<file path="src/rtl/scope_capture_ctrl.sv">
// scope_capture_ctrl: decimating, triggered capture sequencer feeding the
// oscilloscope sample RAM in the CLOCK_50 domain.
//
// Ports:
//   CLOCK_50, RESET      clock, asynchronous active-high reset
//   run                  1 = capture enabled, 0 = abort to idle
//   signal               unsigned sample stream, valid every cycle
//   trig_level/slope     trigger threshold and direction (1 = rising)
//   auto_mode            enable timeout auto-trigger
//   decim                take one sample every decim+1 clocks
//   disp_done            display has read the frame (pulse)
//   wr_en/addr/data      registered sample RAM write port
//   capture_done         buffer holds a complete frame
//   auto_trig            last capture was started by the timeout
//   busy                 armed, waiting for trigger or capturing
module scope_capture_ctrl #(
   parameter int DATA_W       = 16,
   parameter int DEPTH        = 640,
   parameter int ADDR_W       = 10,
   parameter int AUTO_TIMEOUT = 1024
) (
   input  logic              CLOCK_50,
   input  logic              RESET,
   input  logic              run,
   input  logic [DATA_W-1:0] signal,
   input  logic [DATA_W-1:0] trig_level,
   input  logic              trig_slope,
   input  logic              auto_mode,
   input  logic [15:0]       decim,
   input  logic              disp_done,
   output logic              wr_en,
   output logic [ADDR_W-1:0] wr_addr,
   output logic [DATA_W-1:0] wr_data,
   output logic              capture_done,
   output logic              auto_trig,
   output logic              busy
);

   localparam int TW = $clog2(AUTO_TIMEOUT) + 1;
   localparam logic [TW-1:0] T_LAST = TW'(AUTO_TIMEOUT - 1);
   localparam logic [TW-1:0] T_MAX = '1;
   localparam logic [ADDR_W-1:0] A_LAST = ADDR_W'(DEPTH - 1);

   typedef enum logic [2:0] {
      S_IDLE,
      S_ARM,
      S_WAIT,
      S_CAPT,
      S_DONE
   } state_t;

   state_t state;
   state_t state_nx;

   logic [15:0]       dcnt;
   logic [15:0]       decim_q;
   logic [DATA_W-1:0] level_q;
   logic [DATA_W-1:0] prev_q;
   logic              slope_q;
   logic              auto_q;
   logic [TW-1:0]     tcnt;
   logic [ADDR_W-1:0] addr_q;

   logic              strobe;
   logic              hit;
   logic              wr;
   logic              fire_auto;
   logic              arm_entry;
   logic              busy_nx;
   logic              done_nx;
   logic [ADDR_W-1:0] wr_addr_nx;

   assign strobe = (state != S_IDLE) && (dcnt == decim_q);

   // Equal-to-level only counts when arriving from the strict side.
   always_comb begin
      if (slope_q)
         hit = (prev_q < level_q) && (signal >= level_q);
      else
         hit = (prev_q > level_q) && (signal <= level_q);
   end

   always_ff @(posedge CLOCK_50 or posedge RESET) begin
      if (RESET)
         state <= S_IDLE;
      else
         state <= state_nx;
   end

   always_comb begin
      state_nx   = state;
      wr         = 1'b0;
      fire_auto  = 1'b0;
      wr_addr_nx = addr_q;
      if (!run) begin
         state_nx = S_IDLE;
      end else begin
         unique case (state)
            S_IDLE: state_nx = S_ARM;
            S_ARM: begin
               if (strobe)
                  state_nx = S_WAIT;
            end
            S_WAIT: begin
               if (strobe && (hit || (auto_q && tcnt == T_LAST))) begin
                  wr         = 1'b1;
                  fire_auto  = !hit;
                  wr_addr_nx = '0;
                  state_nx   = S_CAPT;
               end
            end
            S_CAPT: begin
               if (strobe) begin
                  wr = 1'b1;
                  if (addr_q == A_LAST)
                     state_nx = S_DONE;
               end
            end
            // capture_done lags DONE entry by a cycle, so a disp_done in
            // the first DONE cycle is not taken.
            S_DONE: begin
               if (disp_done && capture_done)
                  state_nx = S_ARM;
            end
            default: state_nx = S_IDLE;
         endcase
      end
   end

   assign arm_entry = (state_nx == S_ARM) && (state != S_ARM);
   assign busy_nx   = (state_nx == S_ARM) || (state_nx == S_WAIT) ||
                      (state_nx == S_CAPT);
   assign done_nx   = (state == S_DONE) && (state_nx == S_DONE);

   always_ff @(posedge CLOCK_50 or posedge RESET) begin
      if (RESET) begin
         dcnt         <= '0;
         decim_q      <= '0;
         level_q      <= '0;
         slope_q      <= 1'b0;
         auto_q       <= 1'b0;
         prev_q       <= '0;
         tcnt         <= '0;
         addr_q       <= '0;
         wr_en        <= 1'b0;
         wr_addr      <= '0;
         wr_data      <= '0;
         capture_done <= 1'b0;
         auto_trig    <= 1'b0;
         busy         <= 1'b0;
      end else begin
         if (arm_entry) begin
            decim_q <= decim;
            level_q <= trig_level;
            slope_q <= trig_slope;
            auto_q  <= auto_mode;
         end

         // Restart the decimation phase on every arm.
         if (state_nx == S_IDLE || arm_entry || strobe)
            dcnt <= '0;
         else
            dcnt <= dcnt + 16'd1;

         if (strobe && (state == S_ARM || state == S_WAIT))
            prev_q <= signal;

         if (arm_entry)
            tcnt <= '0;
         else if (state == S_WAIT && strobe && !wr && tcnt != T_MAX)
            tcnt <= tcnt + TW'(1);

         if (wr && wr_addr_nx != A_LAST)
            addr_q <= wr_addr_nx + ADDR_W'(1);

         wr_en <= wr;
         if (wr) begin
            wr_addr <= wr_addr_nx;
            wr_data <= signal;
         end

         if (arm_entry)
            auto_trig <= 1'b0;
         else if (fire_auto)
            auto_trig <= 1'b1;

         capture_done <= done_nx;
         busy         <= busy_nx;
      end
   end

endmodule

</file>
<file path="config.mk">
export PLATFORM = sky130hd
export DESIGN_NAME = scope_capture_ctrl
export DESIGN_NICKNAME = d
export VERILOG_FILES = /design/src/rtl/scope_capture_ctrl.sv
export SDC_FILE = /design/constraint.sdc
export NUM_CORES = 1
export LEC_CHECK = 0
export CORE_MARGIN = 2
export CORE_UTILIZATION = 44
export DETAILED_ROUTE_END_ITERATION = 10
export PLACE_DENSITY_LB_ADDON = 0.1
export SLEW_MARGIN = 0
export SYNTH_ARGS = -nofsm -noshare
export SYNTH_HDL_FRONTEND = slang
export SYNTH_SLANG_ARGS = --single-unit
</file>
<file path="constraint.sdc">
create_clock -name CLOCK_50 -period 4.3 [get_ports CLOCK_50]
set_clock_uncertainty 0.2 [all_clocks]
set_input_delay 0.645 -clock CLOCK_50 [delete_from_list [all_inputs] [get_ports CLOCK_50]]
set_output_delay 0.645 -clock CLOCK_50 [all_outputs]
set_load 0.01 [all_outputs]
</file>
# ---- After elaboration in Yosys (flattened, before gate mapping)
# Cells that the tools add are included.
dict set report word_totals {
  wordCells 85
  inputBits 54
  regBits 120
}
dict set report op_classes {
  add_sub_neg 3
  magnitude_cmp 4
  n_reduce_logical 26
  eq_ne 14
  muxes 23
}
# cell n
set ops {}
lappend ops {{$mux 10} 3}
lappend ops {{$mux 11} 2}
lappend ops {{$mux 3} 6}
lappend ops {{$add 16x1->16 const B} 1}
lappend ops {{$eq 16x16->1} 1}
lappend ops {{$ge 16x16->1} 1}
lappend ops {{$gt 16x16->1} 1}
lappend ops {{$le 16x16->1} 1}
lappend ops {{$lt 16x16->1} 1}
lappend ops {{$mux 16} 1}
lappend ops {{$pmux 3 s5} 1}
lappend ops {{$logic_and 1x1->1} 13}
lappend ops {{$eq 3x2->1 const B} 4}
lappend ops {{$add 11x1->11 const B} 1}
lappend ops {{$eq 11x10->1 const B} 1}
lappend ops {{$ne 11x11->1 const B} 1}
lappend ops {{$add 10x1->10 const B} 1}
lappend ops {{$eq 10x10->1 const B} 1}
lappend ops {{$ne 10x10->1 const B} 1}
lappend ops {{$mux 1} 9}
lappend ops {{$eq 3x1->1 const B} 2}
lappend ops {{$eq 3x3->1 const B} 2}
lappend ops {{$logic_not 3->1} 2}
lappend ops {{$logic_or 1x1->1} 6}
lappend ops {{5 further kinds} 7}

# ---- Logic depth before layout (Yosys ltp)
# Gate-level depths: netlist of run 1.
dict set report logic_depth {
  depth_word 13
  depth_mapped 19
}

# ---- Worst setup path after synthesis of run 1
# Ideal clock, no wire load.
dict set report synth_timing {
  path_kind {input to register}
  from {input signal[9]}
  to {register addr_q[2]}
  arrival_time_ns 3.727
  t_required_ns 3.976
  setup_slack_ns 0.249
  cell_stages 17
  path_cell_list {ha_1 -> a21o_1 -> nand3_1 -> a21oi_1 -> nor4_1 -> xnor2_2 -> o21ai_1 -> a211oi_1 -> buf_2 -> nor2b_1 -> ha_1 -> nand3_1 -> nor2_1 -> nor2_1 -> and3_1 -> nor3b_1 -> a211o_1}
}
dict set report synth_between {
  elab_chain_cells 10
  elab_cells_between_ends 16
  cone_classes {1 x add/sub; 2 x order compare; 1 x eq/ne; 7 x mux; 5 x reduce/logical}
}
# element line_no
set synth_rtl {}
lappend synth_rtl {{start, declared} 25} ;# input logic [DATA_W-1:0] signal,
lappend synth_rtl {{$le 16x16->1 or $ge 16x16->1 (tied branches)} {80, 78}}
lappend synth_rtl {{$logic_and 1x1->1 (on tied branches)} {80, 78}}
lappend synth_rtl {{$mux 1 (*)} 77} ;# if (slope_q)
lappend synth_rtl {{$logic_or 1x1->1 (*)} 105} ;# if (strobe && (hit || (auto_q && tcnt == T_LAST))) begin
lappend synth_rtl {{$logic_and 1x1->1 (*)} 105}
lappend synth_rtl {{$mux 10 (*)} 105}
lappend synth_rtl {{$mux 10 (*)} 98} ;# unique case (state)
lappend synth_rtl {{$mux 10 (*)} 95} ;# if (!run) begin
lappend synth_rtl {{net wr_addr_nx[0]} 71} ;# logic [ADDR_W-1:0] wr_addr_nx;
lappend synth_rtl {{parallel branches: the longest is 2 deep, another holds $add 10x1->10} --}
lappend synth_rtl {{end signal, assigned} 174} ;# addr_q <= wr_addr_nx + ADDR_W'(1);
lappend synth_rtl {{end, declared} 62} ;# logic [ADDR_W-1:0] addr_q;
# Mark *: on every way through the listed nets, which the timed path passes.
# A chain may end at the register's enable or synchronous reset.

# ---- Final worst setup path of run 1
dict set report layout_timing {
  from {input signal[1]}
  to {register addr_q[2]}
}
# The elaborated chain is that of the path after synthesis.

==> results of run 1 <==
==> layer usage <==
metal  up-vias  global-route usage, %  routed length (um)
li1       2218                      -                   -
met1      2118                   25.4                6210
met2        84                   30.5                6030
met3        19                   6.02                 610
met4         0                   7.41                 215
met5         -                      0                   0
==> power by group through the flow <==
stage	Combinational (uW)	Clock, uW	Sequential [uW]
floorplan	269	0	1240
global placement	407	0	1250
detailed placement	416	0	1250
CTS	421	1430	1230
global route	477	1480	1240
finish	422	1410	1230
==> synthesized netlist by cell type, types with 11 or more instances <==
| master | instances | share of area (%) |
|---|---|---|
| a21oi_1 | 19 | 1.6 |
| mux2_2 | 24 | 4.5 |
| ha_1 | 35 | 7.3 |
| nand3_1 | 18 | 1.5 |
| inv_1 | 25 | 1.6 |
| dfrtp_1 | 120 | 50 |
| nor2_1 | 55 | 3.4 |
| xor2_1 | 14 | 2.0 |
| nand2_1 | 89 | 5.6 |
| xnor2_1 | 25 | 3.6 |
| clkbuf_1 | 16 | 1.0 |
| nand4_1 | 20 | 2.1 |
| mux2i_1 | 11 | 1.8 |
| o21ai_0 | 24 | 2.0 |
==> critical path: cells and delay by family <==
family / cells / cell delay (ns)
AOI/OAI and AO/OA: 5 / 1.11
xor gates and xnor gates: 1 / 0.16
adders and majority gates: 2 / 0.55
buffers and inverters: 1 / 0.47
and+or+nand+nor: 8 / 1.12
==> cell families (layout without fill, tap and decap cells) <==
| group | count (synthesis) | count (layout) |
|---|---|---|
| buf+inv | 44 | 154 |
| flops | 120 | 120 |
| mux | 44 | 44 |
| xor+xnor | 40 | 40 |
| compound gates | 75 | 75 |
| fa+ha+maj | 35 | 35 |
| simple gates | 226 | 226 |
==> sequential cells by signal (all words and copies together), names as in the netlist <==
| register | flops |
|---|---|
| wr_data | 16 |
| capture_done | 1 |
| auto_q | 1 |
| auto_trig | 1 |
| level_q | 16 |
| wr_en | 1 |
| state | 3 |
| slope_q | 1 |
| addr_q | 10 |
| wr_addr | 10 |
| prev_q | 16 |
| decim_q | 16 |
| dcnt | 16 |
| busy | 1 |
| tcnt | 11 |
==> placed cells by master (no fill, tap or decap), types with 4 or more instances in the layout <==
| cell | Yosys | final |
|---|---|---|
| nand3_1 | 18 | 18 |
| a21oi_1 | 19 | 19 |
| o21ai_0 | 24 | 24 |
| nor4_1 | 6 | 5 |
| nand4_1 | 20 | 20 |
| xnor2_1 | 25 | 25 |
| xor2_1 | 14 | 14 |
| a21o_1 | 4 | 4 |
| nor2_1 | 55 | 54 |
| clkdlybuf4s50_1 | 0 | 83 |
| mux2_2 | 24 | 24 |
| clkbuf_8 | 0 | 5 |
| mux2i_1 | 11 | 11 |
| buf_4 | 0 | 13 |
| clkinv_2 | 0 | 5 |
| o21a_1 | 6 | 6 |
| dfrtp_1 | 120 | 120 |
| ha_1 | 35 | 35 |
| nor3_1 | 5 | 5 |
| inv_1 | 25 | 24 |
| mux2_1 | 8 | 8 |
| nand2_1 | 89 | 89 |
| and3_1 | 8 | 8 |
| clkbuf_16 | 0 | 17 |
| nor2b_1 | 4 | 4 |
==> area by class of cell <==
class / count / share of cell area [%]
clock buffers: 24 / 6.48
well taps: 176 / 2.84
multi-input cells: 420 / 37.2
flip-flops and latches: 120 / 38.8
inverters: 25 / 1.24
repair buffers: 97 / 12.2
clock inverters: 8 / 1.20
==> path summary, 6_finish.rpt <==
kind	to	from	slack (ns)
worst max-delay path	addr_q[2]	signal[1]	0.35
worst min register to register	wr_data[7]	wr_data[7]	0.29
max in group asynchronous	prev_q[1]	RESET	2.71
worst min-delay path	wr_data[7]	wr_data[7]	0.29
worst max register to register	addr_q[2]	level_q[5]	0.47
min in group asynchronous	capture_done	RESET	0.40
==> timing repair <==
action                     CTS  global route
resized for setup            0             4
buffers inserted             0             1
setup endpoints to repair    0             6
hold buffers                 0             0
==> through the flow <==
stage / utilization [%] / hold slack [ns] / setup WS (ns)
floorplan: - / 0.250 / 0.249
global route: 58.3 / 0.315 / 0.0204
detailed placement: 53.5 / 0.277 / -0.298
CTS: 58.0 / 0.293 / 0.0828
finish: 58.3 / 0.285 / 0.349
global placement: 53.5 / 0.269 / -0.0477
==> out/results.txt, run 1 <==
status: finished clean
CP Launch Type: primary input
max cap viols: 0
Hold Path Stages: 1
RSZ-0062 raised after global routing: no
total power: 3060 uW
Main synth FF type: dfrtp_1
Synth Instances: 584
Critical Path RT: 4.40 ns
clk sinks: 120
Ports: 84
Cell Area, Synth: 6020 sq um
area of placed instances: 7120 sq um
Final Hold Viols: 0
Final min period: 3.95 ns
# port buffers: 83
CTS clk-pin slew, worst paths: 0.05 ns
Congestion Overflow GR: 0
filler cell count: 1,173
worst-case reg-to-reg path depth: 17
CTS tree: done
Avg Synthesized Cell Area: 10.3 sq um
Hold Crit Class: reg -> reg
Worst Path Arrival: 4.05 ns
WL/cell: 15.0 um
Seq. cell area: 3000 sq um
largest family of logic cells by synthesized area: simple AND/OR/NAND/NOR gates
worst-margin pin slew: 0.904 ns
Crit. End Element: flop
Post-Route WL: 13,100 um
Rel. slew slack: 39.6%
part of the power in registers: 40.2%
post-route non-filler standard cell count: 870
sequential area share after synthesis: 49.9%
adder-cell share of the synthesized area: 7.28%
vias in the first global route: 4,602
WS Path Type: in -> reg
worst-case clock buffer depth: 2
simple-gate share of the synthesized area: 17.9%
number of flops mapped to enable cells by yosys: 0
diode count: 0
setup TNS: 0 ns
First-pass DRT Iterations: 4
Initial Util: 45.3%
Comb power frac: 13.8%
DR vias: 4,439
Clock Power Share: 46.0%
Synthesized Nets: 673
Pint: 2310 uW
Detailed Place HPWL: 9300 um
post-synthesis cell type count: 56
max-slew violations: 0
Worst-Skew Late Latency: 0.42 ns
critical path peak fanout: 4
Post-Synth XOR/XNOR Area: 5.95%
DR DRC count: 0
period utilization: 91.9%
CP max stage cell: clkdlybuf4s50_1
TritonCTS Buffers: 17
Critical Path Max Stage Delay: 0.47 ns
post-synthesis mux area share: 8.07%
first-pass GRT wire length: 22,300 um
# setup viols final: 0
Multi-input gate area: 2880 sq um
complex-gate fraction of the synthesized area: 8.13%
CTS H-Tree Depth: 4
Std-Cell Rows: 42
maximum vdd drop: 0.000341 V
Seq cells post-synth: 120
Core ar.: 13,300 sq um
Post-synth ARST share: 100%
area grow syn2layout: 28.7%
routability cong.: 0.815
die area: 14,600 sq um
Root Driver: clkbuf_16
initial antenna violation count: 0
fraction of layout cells with a size suffix above 1: 12.1%
Tot GR Track Use: 19.5%
Switch Pwr: 749 uW
DR iter-0 viols: 255
Placed Cells: 837
# nets final: 770
DR vias/cell: 5.10
Synth warnings: 0
post-route ant nets: 0
cell area after layout: 7740 sq um
fmax: 253 MHz
crit-path cells: clkdlybuf4s50_1 > ha_1 > nor2b_1 > o211ai_1 > a2111oi_4 > nor4_2 > xnor2_2 > o21ai_1 > a211oi_2 > nor2b_1 > ha_1 > nand3_1 > nor2_1 > nor2_1 > and3_1 > nor3b_1 > a211o_1
Die Span X: 121 um
pin count of the biggest net entering global routing: 87
Die Span Y: 121 um
Pwr per Cell Area: 395 nW/um^2
Pleak: 0.00360 uW
sw frac: 24.5%
No activity file was read; power rests on OpenSTA's default activity.
==> inputs of run 2 (changes only) <==
--- a/config.mk
+++ b/config.mk
@@ -5,10 +5,10 @@
 export SDC_FILE = /design/constraint.sdc
 export NUM_CORES = 1
 export LEC_CHECK = 0
-export CORE_MARGIN = 2
 export CORE_UTILIZATION = 44
 export DETAILED_ROUTE_END_ITERATION = 10
-export PLACE_DENSITY_LB_ADDON = 0.1
+export MAX_ROUTING_LAYER = met4
+export PLACE_DENSITY = 0.66
 export SLEW_MARGIN = 0
 export SYNTH_ARGS = -nofsm -noshare
 export SYNTH_HDL_FRONTEND = slang
==> out/results.txt, run 2 (synthesis results as in run 1) <==
RSZ-0062 raised after global routing: no
filler cell count: 1,102
CP bufs+invs: 2
CTS H-Tree Depth: 4
fmax: 253 MHz
met1 GRT Util: 26.1%
Final Hold Viols: 0
DR iter-0 viols: 202
Detailed Place HPWL: 9540 um
max-slew violations: 0
area of placed instances: 7150 sq um
Ports: 84
DR vias: 4,621
Core ar.: 13,300 sq um
Crit. End Element: flop
# port buffers: 83
routability cong.: 0.863
Seq. cell area: 3000 sq um
area grow syn2layout: 29.0%
period utilization: 91.9%
Worst-Skew Late Latency: 0.41 ns
WL/cell: 15.2 um
Rel. slew slack: 38.3%
reg2reg setup slack: 0.44 ns
most frequent cells in the layout: dfrtp_1 (120), nand2_1 (89), clkdlybuf4s50_1 (83)
CP Launch Type: primary input
Finished Core Util: 58.4%
Std-Cell Rows: 42
pin count of the biggest net entering global routing: 72
Top delay family on crit path: compound AO/OA/AOI/OAI gates
clk sinks: 120
Post-Route WL: 13,200 um
maximum vdd drop: 0.000292 V
Congestion Overflow GR: 0
Initial Util: 45.3%
Die Span Y: 119 um
Root Driver: clkbuf_16
CTS clk-pin slew, worst paths: 0.05 ns
most common cell after layout, fill and taps aside: dfrtp_1
critical path peak fanout: 4
Critical Path Max Stage Delay: 0.46 ns
cell area after layout: 7760 sq um
Worst Path Arrival: 4.05 ns
# nets final: 773
DR DRC count: 0
Die Span X: 119 um
Final min period: 3.95 ns
worst-case clock buffer depth: 2
WS Path Type: in -> reg
Critical Path RT: 4.40 ns
TritonCTS Buffers: 17
First-pass DRT Iterations: 5
met2 Use GR: 33.4%
Pleak: 0.00362 uW
vias in the first global route: 4,593
post-route non-filler standard cell count: 872
fraction of layout cells with a size suffix above 1: 12.2%
initial antenna violation count: 0
diode count: 0
Hold Crit Class: reg -> reg
Multi-input gate area: 2860 sq um
Tot GR Track Use: 20.9%
DR vias/cell: 5.30
status: finished clean
most used routing layer: met2
M3 GR Usage: 4.45%
worst-margin pin slew: 0.923 ns
CTS tree: done
Pwr per Cell Area: 402 nW/um^2
Placed Cells: 841
CP max stage cell: clkdlybuf4s50_1
crit-path cells: clkdlybuf4s50_1 > ha_1 > nor2b_1 > o211ai_1 > a2111oi_0 > nor4_1 > buf_4 > xnor2_2 > o21ai_1 > a211oi_2 > nor2b_1 > ha_1 > nand3_1 > nor2_1 > nor2_1 > and3_1 > nor3b_1 > a211o_1
first-pass GRT wire length: 22,500 um
die area: 14,100 sq um
# setup viols final: 0
number of setup buffers added after CTS: 0
max cap viols: 0
post-route ant nets: 0
-- run 2: final timing paths --
path	end	cells past startpoint	start
worst max-delay path	addr_q[2]	18	signal[1]
worst min-delay path	wr_data[8]	1	wr_data[8]
worst max register to register	addr_q[1]	17	level_q[1]
worst min register to register	wr_data[8]	1	wr_data[8]
max in group asynchronous	prev_q[6]	3	RESET
min in group asynchronous	wr_addr[8]	2	RESET
-- run 2: what timing repair did --
action,4_1_cts,5_1_grt
hold buffers,0,0
setup endpoints to repair,0,3
resized for setup,0,0
-- run 2: power by group --
| part | internal, uW | total (uW) | switching, uW | leakage, uW |
|---|---|---|---|---|
| sequential | 1190 | 1230 | 39.4 | 0.00157 |
| combinational | 200 | 426 | 226 | 0.00174 |
| clock | 980 | 1460 | 484 | 0.000305 |
| total | 2370 | 3120 | 749 | 0.00362 |
-- run 2: metal layers --
layer	vias to the layer above	wire length (um)
li1	2231	-
met1	2286	6170
met2	90	6430
met4	0	170
met5	-	0
met3	14	457
-- run 2: final cells by class --
cell class / instances / area share [%]
Clock inverter: 8 / 1.51
Tap cell: 176 / 2.84
Timing Repair Buffer: 100 / 12.5
Multi-Input combinational cell: 420 / 36.8
Inverter: 25 / 1.24
Clock buffer: 23 / 6.41
Sequential cell: 120 / 38.7
-- run 2: metrics by stage --
stage	power (uW)	TNS (ns)	setup slack (ns)	hold slack, ns
final	3120	0	0.349	0.287
after global placement	1660	0	0.0704	0.268
after CTS	3150	0	0.348	0.295
after detailed placement	1680	-0.146	-0.0764	0.274
after floorplan	1510	0	0.249	0.250
after global routing	3260	0	0.0123	0.316
